File: src/rtl/mrv1_twctl_pkg.sv
// Shared types for the thread/warp control unit: op codes, FSM states and
// the IPDOM reconvergence stack entry.
package mrv1_twctl_pkg;

  localparam int MAX_MASK_W = 32;

  typedef enum logic [2:0] {
    OP_NOP    = 3'd0,
    OP_TMC    = 3'd1,
    OP_WSPAWN = 3'd2,
    OP_SPLIT  = 3'd3,
    OP_JOIN   = 3'd4,
    OP_BAR    = 3'd5
  } op_e;

  typedef enum logic [1:0] {
    S_IDLE  = 2'd0,
    S_STKRD = 2'd1,
    S_ISSUE = 2'd2
  } state_e;

  // Masks are stored at the maximum width; only the low warp_size_p bits matter.
  typedef struct packed {
    logic [MAX_MASK_W-1:0] orig;
    logic [MAX_MASK_W-1:0] else_mask;
    logic [31:0]           else_pc;
    logic                  taken;
  } ipdom_entry_t;

endpackage

File: src/rtl/mrv1_ipdom_stack.sv
// Per-warp IPDOM stacks: push, mark-top-taken, pop, and a registered top read.
module mrv1_ipdom_stack
  import mrv1_twctl_pkg::*;
#(
  parameter int NUM_TW_P      = 8,
  parameter int ipdom_depth_p = 4,
  localparam int wid_width_lp = $clog2(NUM_TW_P)
) (
  input  logic                    clk_i,
  input  logic                    rst_ni,
  input  logic                    rd_en_i,
  input  logic [wid_width_lp-1:0] rd_twid_i,
  output ipdom_entry_t            rd_entry_o,
  input  logic [wid_width_lp-1:0] wr_twid_i,
  input  logic                    push_i,
  input  ipdom_entry_t            push_entry_i,
  input  logic                    upd_i,
  input  logic                    pop_i,
  output logic [NUM_TW_P-1:0]     full_o,
  output logic [NUM_TW_P-1:0]     empty_o
);

  localparam int PW = $clog2(ipdom_depth_p + 1);
  localparam int IW = $clog2(ipdom_depth_p);

  logic [PW-1:0] ptr [NUM_TW_P];
  ipdom_entry_t  mem [NUM_TW_P][ipdom_depth_p];
  logic [IW-1:0] wr_idx, wr_top, rd_top;

  always_comb begin
    wr_idx = IW'(ptr[wr_twid_i]);
    wr_top = IW'(ptr[wr_twid_i] - 1'b1);
    rd_top = IW'(ptr[rd_twid_i] - 1'b1);
    for (int unsigned i = 0; i < NUM_TW_P; i++) begin
      full_o[i]  = (ptr[i] == PW'(ipdom_depth_p));
      empty_o[i] = (ptr[i] == '0);
    end
  end

  always_ff @(posedge clk_i or negedge rst_ni) begin
    if (!rst_ni) begin
      for (int unsigned i = 0; i < NUM_TW_P; i++) ptr[i] <= '0;
    end else if (push_i) begin
      ptr[wr_twid_i] <= ptr[wr_twid_i] + 1'b1;
    end else if (pop_i) begin
      ptr[wr_twid_i] <= ptr[wr_twid_i] - 1'b1;
    end
  end

  // Entry storage needs no reset: pointers alone define what is live.
  always_ff @(posedge clk_i) begin
    if (push_i) mem[wr_twid_i][wr_idx] <= push_entry_i;
    else if (upd_i) mem[wr_twid_i][wr_top].taken <= 1'b1;
    if (rd_en_i) rd_entry_o <= mem[rd_twid_i][rd_top];
  end

endmodule

File: src/rtl/mrv1_twctl_unit.sv
// Thread/warp control unit: decodes TMC/WSPAWN/SPLIT/JOIN/BAR requests,
// stalls the issuing warp and emits one registered control pulse per request.
module mrv1_twctl_unit
  import mrv1_twctl_pkg::*;
#(
  parameter int NUM_TW_P       = 8,
  parameter int warp_size_p    = 8,
  parameter int num_barriers_p = 8,
  parameter int ipdom_depth_p  = 4,
  localparam int barrier_id_width_lp = $clog2(num_barriers_p),
  localparam int wid_width_lp        = $clog2(NUM_TW_P)
) (
  input  logic                           clk_i,
  input  logic                           rst_ni,
  input  logic                           req_vld_i,
  output logic                           req_rdy_o,
  input  logic [2:0]                     req_op_i,
  input  logic [wid_width_lp-1:0]        req_twid_i,
  input  logic [31:0]                    req_pc_i,
  input  logic [warp_size_p-1:0]         req_tmask_i,
  input  logic [warp_size_p-1:0]         req_pred_i,
  input  logic [31:0]                    req_rs1_i,
  input  logic [31:0]                    req_rs2_i,
  output logic                           wstall_vld_o,
  output logic [wid_width_lp-1:0]        wstall_twid_o,
  output logic                           twctl_vld_o,
  output logic [wid_width_lp-1:0]        twctl_twid_o,
  output logic                           twctl_tmc_vld_o,
  output logic [warp_size_p-1:0]         twctl_tmc_tmask_o,
  output logic                           twctl_wspawn_vld_o,
  output logic [NUM_TW_P-1:0]            twctl_wspawn_wmask_o,
  output logic [31:0]                    twctl_wspawn_pc_o,
  output logic                           twctl_split_vld_o,
  output logic                           twctl_split_diverged_o,
  output logic [warp_size_p-1:0]         twctl_split_then_mask_o,
  output logic [warp_size_p-1:0]         twctl_split_else_mask_o,
  output logic [31:0]                    twctl_split_pc_o,
  output logic                           twctl_barrier_vld_o,
  output logic [barrier_id_width_lp-1:0] twctl_barrier_id_o,
  output logic [wid_width_lp-1:0]        twctl_barrier_size_m1_o,
  output logic                           join_vld_o,
  output logic [wid_width_lp-1:0]        join_twid_o,
  output logic [31:0]                    join_pc_o,
  output logic [warp_size_p-1:0]         join_tm_o,
  output logic                           join_fall_o,
  output logic                           err_overflow_o,
  output logic                           err_underflow_o
);

  state_e                  state;
  op_e                     lat_op;
  logic [wid_width_lp-1:0] lat_twid;
  logic [31:0]             lat_pc;
  logic [warp_size_p-1:0]  lat_tmask;

  logic                    op_ok, rd_en, push, upd, pop, diverged;
  logic [warp_size_p-1:0]  then_m, else_m;
  logic [31:0]             bar_m1;
  ipdom_entry_t            rd_entry, push_entry;
  logic [NUM_TW_P-1:0]     full, empty;
  logic                    unused_bits;

  always_comb begin
    op_ok         = (req_op_i >= 3'd1) && (req_op_i <= 3'd5);
    req_rdy_o     = (state == S_IDLE);
    wstall_vld_o  = (state == S_IDLE) && req_vld_i && op_ok;
    wstall_twid_o = req_twid_i;
    then_m        = req_tmask_i & req_pred_i;
    else_m        = req_tmask_i & ~req_pred_i;
    diverged      = (|then_m) && (|else_m);
    bar_m1        = (req_rs2_i == '0) ? '0 : req_rs2_i - 32'd1;
    rd_en         = (state == S_IDLE) && req_vld_i && (req_op_i == OP_JOIN);
    upd           = (state == S_STKRD) && !empty[lat_twid] && !rd_entry.taken;
    pop           = (state == S_STKRD) && !empty[lat_twid] && rd_entry.taken;
    // Split outputs already carry diverged=0 when the stack was full at accept.
    push          = (state == S_ISSUE) && (lat_op == OP_SPLIT) && twctl_split_diverged_o;
    push_entry                          = '0;
    push_entry.orig[warp_size_p-1:0]      = lat_tmask;
    push_entry.else_mask[warp_size_p-1:0] = twctl_split_else_mask_o;
    push_entry.else_pc                  = lat_pc + 32'd4;
  end

  assign unused_bits = ^{rd_entry.orig, rd_entry.else_mask, req_rs1_i, req_rs2_i, bar_m1};

  mrv1_ipdom_stack #(
    .NUM_TW_P      (NUM_TW_P),
    .ipdom_depth_p (ipdom_depth_p)
  ) u_stack (
    .clk_i        (clk_i),
    .rst_ni       (rst_ni),
    .rd_en_i      (rd_en),
    .rd_twid_i    (req_twid_i),
    .rd_entry_o   (rd_entry),
    .wr_twid_i    (lat_twid),
    .push_i       (push),
    .push_entry_i (push_entry),
    .upd_i        (upd),
    .pop_i        (pop),
    .full_o       (full),
    .empty_o      (empty)
  );

  always_ff @(posedge clk_i or negedge rst_ni) begin
    if (!rst_ni) begin
      state                   <= S_IDLE;
      lat_op                  <= OP_NOP;
      lat_twid                <= '0;
      lat_pc                  <= '0;
      lat_tmask               <= '0;
      twctl_vld_o             <= 1'b0;
      twctl_twid_o            <= '0;
      twctl_tmc_vld_o         <= 1'b0;
      twctl_tmc_tmask_o       <= '0;
      twctl_wspawn_vld_o      <= 1'b0;
      twctl_wspawn_wmask_o    <= '0;
      twctl_wspawn_pc_o       <= '0;
      twctl_split_vld_o       <= 1'b0;
      twctl_split_diverged_o  <= 1'b0;
      twctl_split_then_mask_o <= '0;
      twctl_split_else_mask_o <= '0;
      twctl_split_pc_o        <= '0;
      twctl_barrier_vld_o     <= 1'b0;
      twctl_barrier_id_o      <= '0;
      twctl_barrier_size_m1_o <= '0;
      join_vld_o              <= 1'b0;
      join_twid_o             <= '0;
      join_pc_o               <= '0;
      join_tm_o               <= '0;
      join_fall_o             <= 1'b0;
      err_overflow_o          <= 1'b0;
      err_underflow_o         <= 1'b0;
    end else begin
      unique case (state)
        S_IDLE: begin
          if (req_vld_i && op_ok) begin
            lat_op       <= op_e'(req_op_i);
            lat_twid     <= req_twid_i;
            lat_pc       <= req_pc_i;
            lat_tmask    <= req_tmask_i;
            twctl_twid_o <= req_twid_i;
            state        <= (req_op_i == OP_JOIN) ? S_STKRD : S_ISSUE;
            case (req_op_i)
              OP_TMC: begin
                twctl_vld_o       <= 1'b1;
                twctl_tmc_vld_o   <= 1'b1;
                twctl_tmc_tmask_o <= req_rs1_i[warp_size_p-1:0];
              end
              OP_WSPAWN: begin
                twctl_vld_o          <= 1'b1;
                twctl_wspawn_vld_o   <= 1'b1;
                twctl_wspawn_wmask_o <= req_rs1_i[NUM_TW_P-1:0];
                twctl_wspawn_pc_o    <= req_rs2_i;
              end
              OP_SPLIT: begin
                twctl_vld_o       <= 1'b1;
                twctl_split_vld_o <= 1'b1;
                twctl_split_pc_o  <= req_pc_i;
                if (diverged && full[req_twid_i]) begin
                  twctl_split_diverged_o  <= 1'b0;
                  twctl_split_then_mask_o <= req_tmask_i;
                  twctl_split_else_mask_o <= '0;
                  err_overflow_o          <= 1'b1;
                end else begin
                  twctl_split_diverged_o  <= diverged;
                  twctl_split_then_mask_o <= then_m;
                  twctl_split_else_mask_o <= else_m;
                end
              end
              OP_BAR: begin
                twctl_vld_o             <= 1'b1;
                twctl_barrier_vld_o     <= 1'b1;
                twctl_barrier_id_o      <= req_rs1_i[barrier_id_width_lp-1:0];
                twctl_barrier_size_m1_o <= bar_m1[wid_width_lp-1:0];
              end
              default: ;
            endcase
          end
        end
        S_STKRD: begin
          state       <= S_ISSUE;
          join_vld_o  <= 1'b1;
          join_twid_o <= lat_twid;
          if (empty[lat_twid]) begin
            join_tm_o       <= lat_tmask;
            join_pc_o       <= '0;
            join_fall_o     <= 1'b1;
            err_underflow_o <= 1'b1;
          end else if (rd_entry.taken) begin
            join_tm_o   <= rd_entry.orig[warp_size_p-1:0];
            join_pc_o   <= '0;
            join_fall_o <= 1'b1;
          end else begin
            join_tm_o   <= rd_entry.else_mask[warp_size_p-1:0];
            join_pc_o   <= rd_entry.else_pc;
            join_fall_o <= 1'b0;
          end
        end
        S_ISSUE: begin
          state               <= S_IDLE;
          twctl_vld_o         <= 1'b0;
          twctl_tmc_vld_o     <= 1'b0;
          twctl_wspawn_vld_o  <= 1'b0;
          twctl_split_vld_o   <= 1'b0;
          twctl_barrier_vld_o <= 1'b0;
          join_vld_o          <= 1'b0;
        end
        default: state <= S_IDLE;
      endcase
    end
  end

endmodule
File: config.mk
export PLATFORM = sky130hd
export DESIGN_NAME = mrv1_twctl_unit
export DESIGN_NICKNAME = d
export VERILOG_FILES = /design/src/rtl/mrv1_twctl_pkg.sv /design/src/rtl/mrv1_ipdom_stack.sv /design/src/rtl/mrv1_twctl_unit.sv
export SDC_FILE = /design/constraint.sdc
export NUM_CORES = 2
export LEC_CHECK = 0
export CORE_ASPECT_RATIO = 1.75
export CORE_MARGIN = 1
export CORE_UTILIZATION = 40
export CTS_CLUSTER_DIAMETER = 100
export DETAILED_ROUTE_END_ITERATION = 7
export GPL_ROUTABILITY_DRIVEN = 0
export PLACE_DENSITY = 0.63
export SYNTH_ARGS = -nofsm -noshare
export SYNTH_HDL_FRONTEND = slang
export SYNTH_SLANG_ARGS = --single-unit
File: constraint.sdc
create_clock -name clk_i -period 5.2 [get_ports clk_i]
set_input_delay 1.04 -clock clk_i [delete_from_list [all_inputs] [get_ports clk_i]]
set_output_delay 1.04 -clock clk_i [all_outputs]
set_load 0.05 [all_outputs]
==> impl_results.md <==
- Fmax: 235 MHz
- Total wire length: 177000 um
- Number of setup buffers added after CTS: 0
- Synth area leader: edfxtp_1
- Final hold violation count: 0
- Routed vias/inst: 5.51
- Worst path arrival time: 3220 ps
- Clk root buf: clkbuf_16
- Port Buf Inserts: 259
- Die width: 324 um
- Unrepaired setup endpoints after global routing: no
- Critical Path Fanout Max: 12
- DRC viols: 0
- Longest Clk Path Bufs: 4
- Logic gate share of total power: 19.4%
- Cell row count: 206
- Fraction of registers with async set/reset: 12.3%
- Placement Setup Slack: 939 ps
- Worst setup SP type: input port
- DR vias: 35447
- Clk pin slew, worst setup/hold paths: 60 ps
- Mapped Cells: 3532
- Overflow after GRT: 0
- Resize count post-CTS: 0
- Post-CTS Hold Buffers: 0
- GRT Util Overall: 19.5%
- Die area: 183000 um^2
- Crit path buf inv count: 4
- Post-synthesis sequential area ratio: 74.9%
- Crit path max-delay family: buffers and inverters
- Initial antenna violation count: 2
- Hold slack: 161 ps
- Top post-synthesis cells by area: edfxtp_1 67%, mux4_2 11%, dfrtp_1 7.8%
- VDD IR max: 0.361 mV
- Most frequent cells after synthesis: 1617 x edfxtp_1, 363 x mux4_2, 242 x mux2_2
- Top cell type's share of synthesized area: 67.1%
- CP max stage delay: 700 ps
- Count of different cell masters after synthesis: 54
- Hold Crit Class: input port to async pin
- EDFF count, synth: 1617
- Crit Path Category: input port to output port
- Area delta synth->final: 16.5%
- Sequential share of power: 50.4%
- Net Sw Frac: 29.5%
- IO Pins: 284
- Minimum clock period: 4260 ps
- Num CTS Buffers: 172
- Tot Pwr: 39.8 mW
- H-tree Lvls: 4
- Clk sinks: 1844
- Starting density of the core: 40.2%
- Pwr dens: 472 nW/um^2
- Mapped Area: 72400 um^2
- Vias in the first global route: 37102
- Most common cell in the netlist: edfxtp_1
- Avg Cell Area, Syn: 20.5 um^2
- Ys flop type: edfxtp_1
- Count of pins over their slew limit: 0
- TritonCTS clock tree: done
- PnR worst setup slack: 945 ps
- Post-Synthesis Net Count: 3666
- Leak: 28.0 nW
- Ys Warns: 0
- Sw Pwr: 11.7 mW
- Final #Nets: 4040
- DRT Pass-1 Iters: 7
- Relative slew slack: 8.94%
- Core Region: 180000 um^2
- DRT iter0 DRCs: 3065
- Worst path cell trace: clkdlybuf4s50_1 > or3_1 > nand3_1 > inv_1 > nand2_4 > inv_1 > clkdlybuf4s50_1
- Int Power: 28.0 mW
- Setup-failing EPs final: 0
- Antenna Nets Post-Route: 0
- Period utilisation layout: 81.8%
- Setup crit end kind: output port
- Non-Filler Instances: 6433
- Total of max-cap violations: 0
- Worst Skew: 43.7 ps
- Least-Margin Pin Slew: 1360 ps
- Yosys reg bits: 1844
- Die height: 565 um
- Placed instance count: 6121
- Slowest cell on the critical path: clkdlybuf4s50_1
- CP Data Required Time: 4160 ps
- Status: finished clean
- Layout cells sized above 1: 26.2%
- First-pass GRT wire length: 257000 um
- Largest net degree at the start of global routing: 89
- Clk pwr share: 30.3%
- Avg WL per Cell: 27.5 um
- Post-DP HPWL: 100000 um
- Worst skew pair latency: 830 ps
- Setup_tns: 0 ps
-- placed cells by master (no fill, tap or decap), types with 7 or more instances in the layout --
cell             instances
a21oi_1                 23
a22o_1                  33
a22oi_1                 18
a31oi_1                 13
and3_1                  10
buf_12                  49
buf_4                   92
clkbuf_1                58
clkbuf_16              175
clkbuf_8                 8
clkdlybuf4s50_1        255
clkinv_1                23
clkinv_2                16
clkinvlp_4               8
dfrtp_1                227
edfxtp_1              1617
ha_1                    13
inv_1                   22
mux2_2                 242
mux2i_1                101
mux4_1                  37
mux4_2                 363
nand2_1                148
nand2b_1                 9
nand3_1                 37
nand3b_1                 8
nand4_1                  9
nor2_1                  69
nor2_4                  33
nor2b_1                  7
nor4_1                  10
o211ai_1                46
o21ai_0                 97
o21ai_1                 51
xnor2_2                 17
-- worst paths after layout --
| path | from | end | slack, ps | cells after the start |
|---|---|---|---|---|
| max in group asynchronous | rst_ni | join_pc_o[8]$_DFFE_PN0N_ | 3980 | 2 |
| setup reg to reg | lat_twid[1]$_DFFE_PN0P_ | u_stack.mem[3][169]$_DFFE_PP_ | 1160 | 11 |
| hold / removal | rst_ni | err_overflow_o$_DFFE_PN0P_ | 160 | 1 |
| hold reg to reg | u_stack.rd_entry_o[1]$_DFFE_PP_ | join_pc_o[0]$_DFFE_PN0N_ | 470 | 1 |
| min in group clk_i | u_stack.rd_entry_o[1]$_DFFE_PP_ | join_pc_o[0]$_DFFE_PN0N_ | 470 | 1 |
| setup / recovery | req_op_i[2] | wstall_vld_o | 940 | 7 |
-- worst reg2reg max path, cell delays in order, from the launching register on --
cell and delay [ps]:
dfrtp_1 670, nor2b_1 180, nor2b_1 170, buf_4 170, a22oi_1 200, nand2_1 80, a21oi_1 260, buf_4 260
ha_1 210, nand2_1 510, nor2_4 720, buf_12 300
-- power groups by stage --
stage | sequential (mW) | clock, mW | combinational, mW
5_1_grt | 20.2 | 12.8 | 8.15
3_5_place_dp | 20.4 | 0 | 7.71
6_report | 20.0 | 12.0 | 7.70
3_3_place_gp | 20.3 | 0 | 7.54
4_1_cts | 20.1 | 12.3 | 7.73
2_1_floorplan | 21.9 | 0 | 2.83
-- layer usage --
layer | track usage, % | vias up | wire length [um]
li1 | - | 15157 | -
met2 | 36.4 | 956 | 97600
met1 | 23.0 | 19045 | 66700
met4 | 6.06 | 0 | 5150
met3 | 2.40 | 289 | 7710
met5 | 0 | - | 0
-- layout make-up --
type | instances | area [um^2]
antenna | 2 | 5.00
clock buffer | 242 | 4710
clock inverter | 65 | 533
fill | 15034 | 95600
inverter | 23 | 86.3
multi-input combinational | 1462 | 17400
sequential | 1844 | 54200
tap | 2392 | 2990
timing repair buffer | 403 | 4320
-- through the flow --
step	utilization (%)	area [um^2]
after floorplan	-	72400
after global placement	43.9	79000
after detailed placement	43.9	79000
after CTS	46.8	84300
after global routing	46.9	84300
final	46.9	84300
-- state kept, by name, summed over array words and instances (netlist names), 2 cells and up, named ones only --
register,count
join_twid_o,3
twctl_wspawn_pc_o,32
u_stack.mem,1568
state,2
twctl_barrier_id_o,3
lat_op,3
twctl_barrier_size_m1_o,3
twctl_wspawn_wmask_o,8
lat_tmask,8
twctl_split_pc_o,32
lat_pc,32
twctl_tmc_tmask_o,8
lat_twid,3
twctl_split_else_mask_o,8
join_pc_o,32
join_tm_o,8
u_stack.rd_entry_o,49
u_stack.ptr,16
twctl_split_then_mask_o,8
-- cells by family after synthesis --
group / Yosys count / share of synthesized area, %
xor+xnor: 30 / 0.363
buf+inv: 226 / 1.67
fa+ha+maj: 13 / 0.225
mux: 745 / 17.9
flops: 1844 / 74.9
compound gates: 308 / 2.70
simple gates: 366 / 2.27
(Power assumes the default switching activity.)
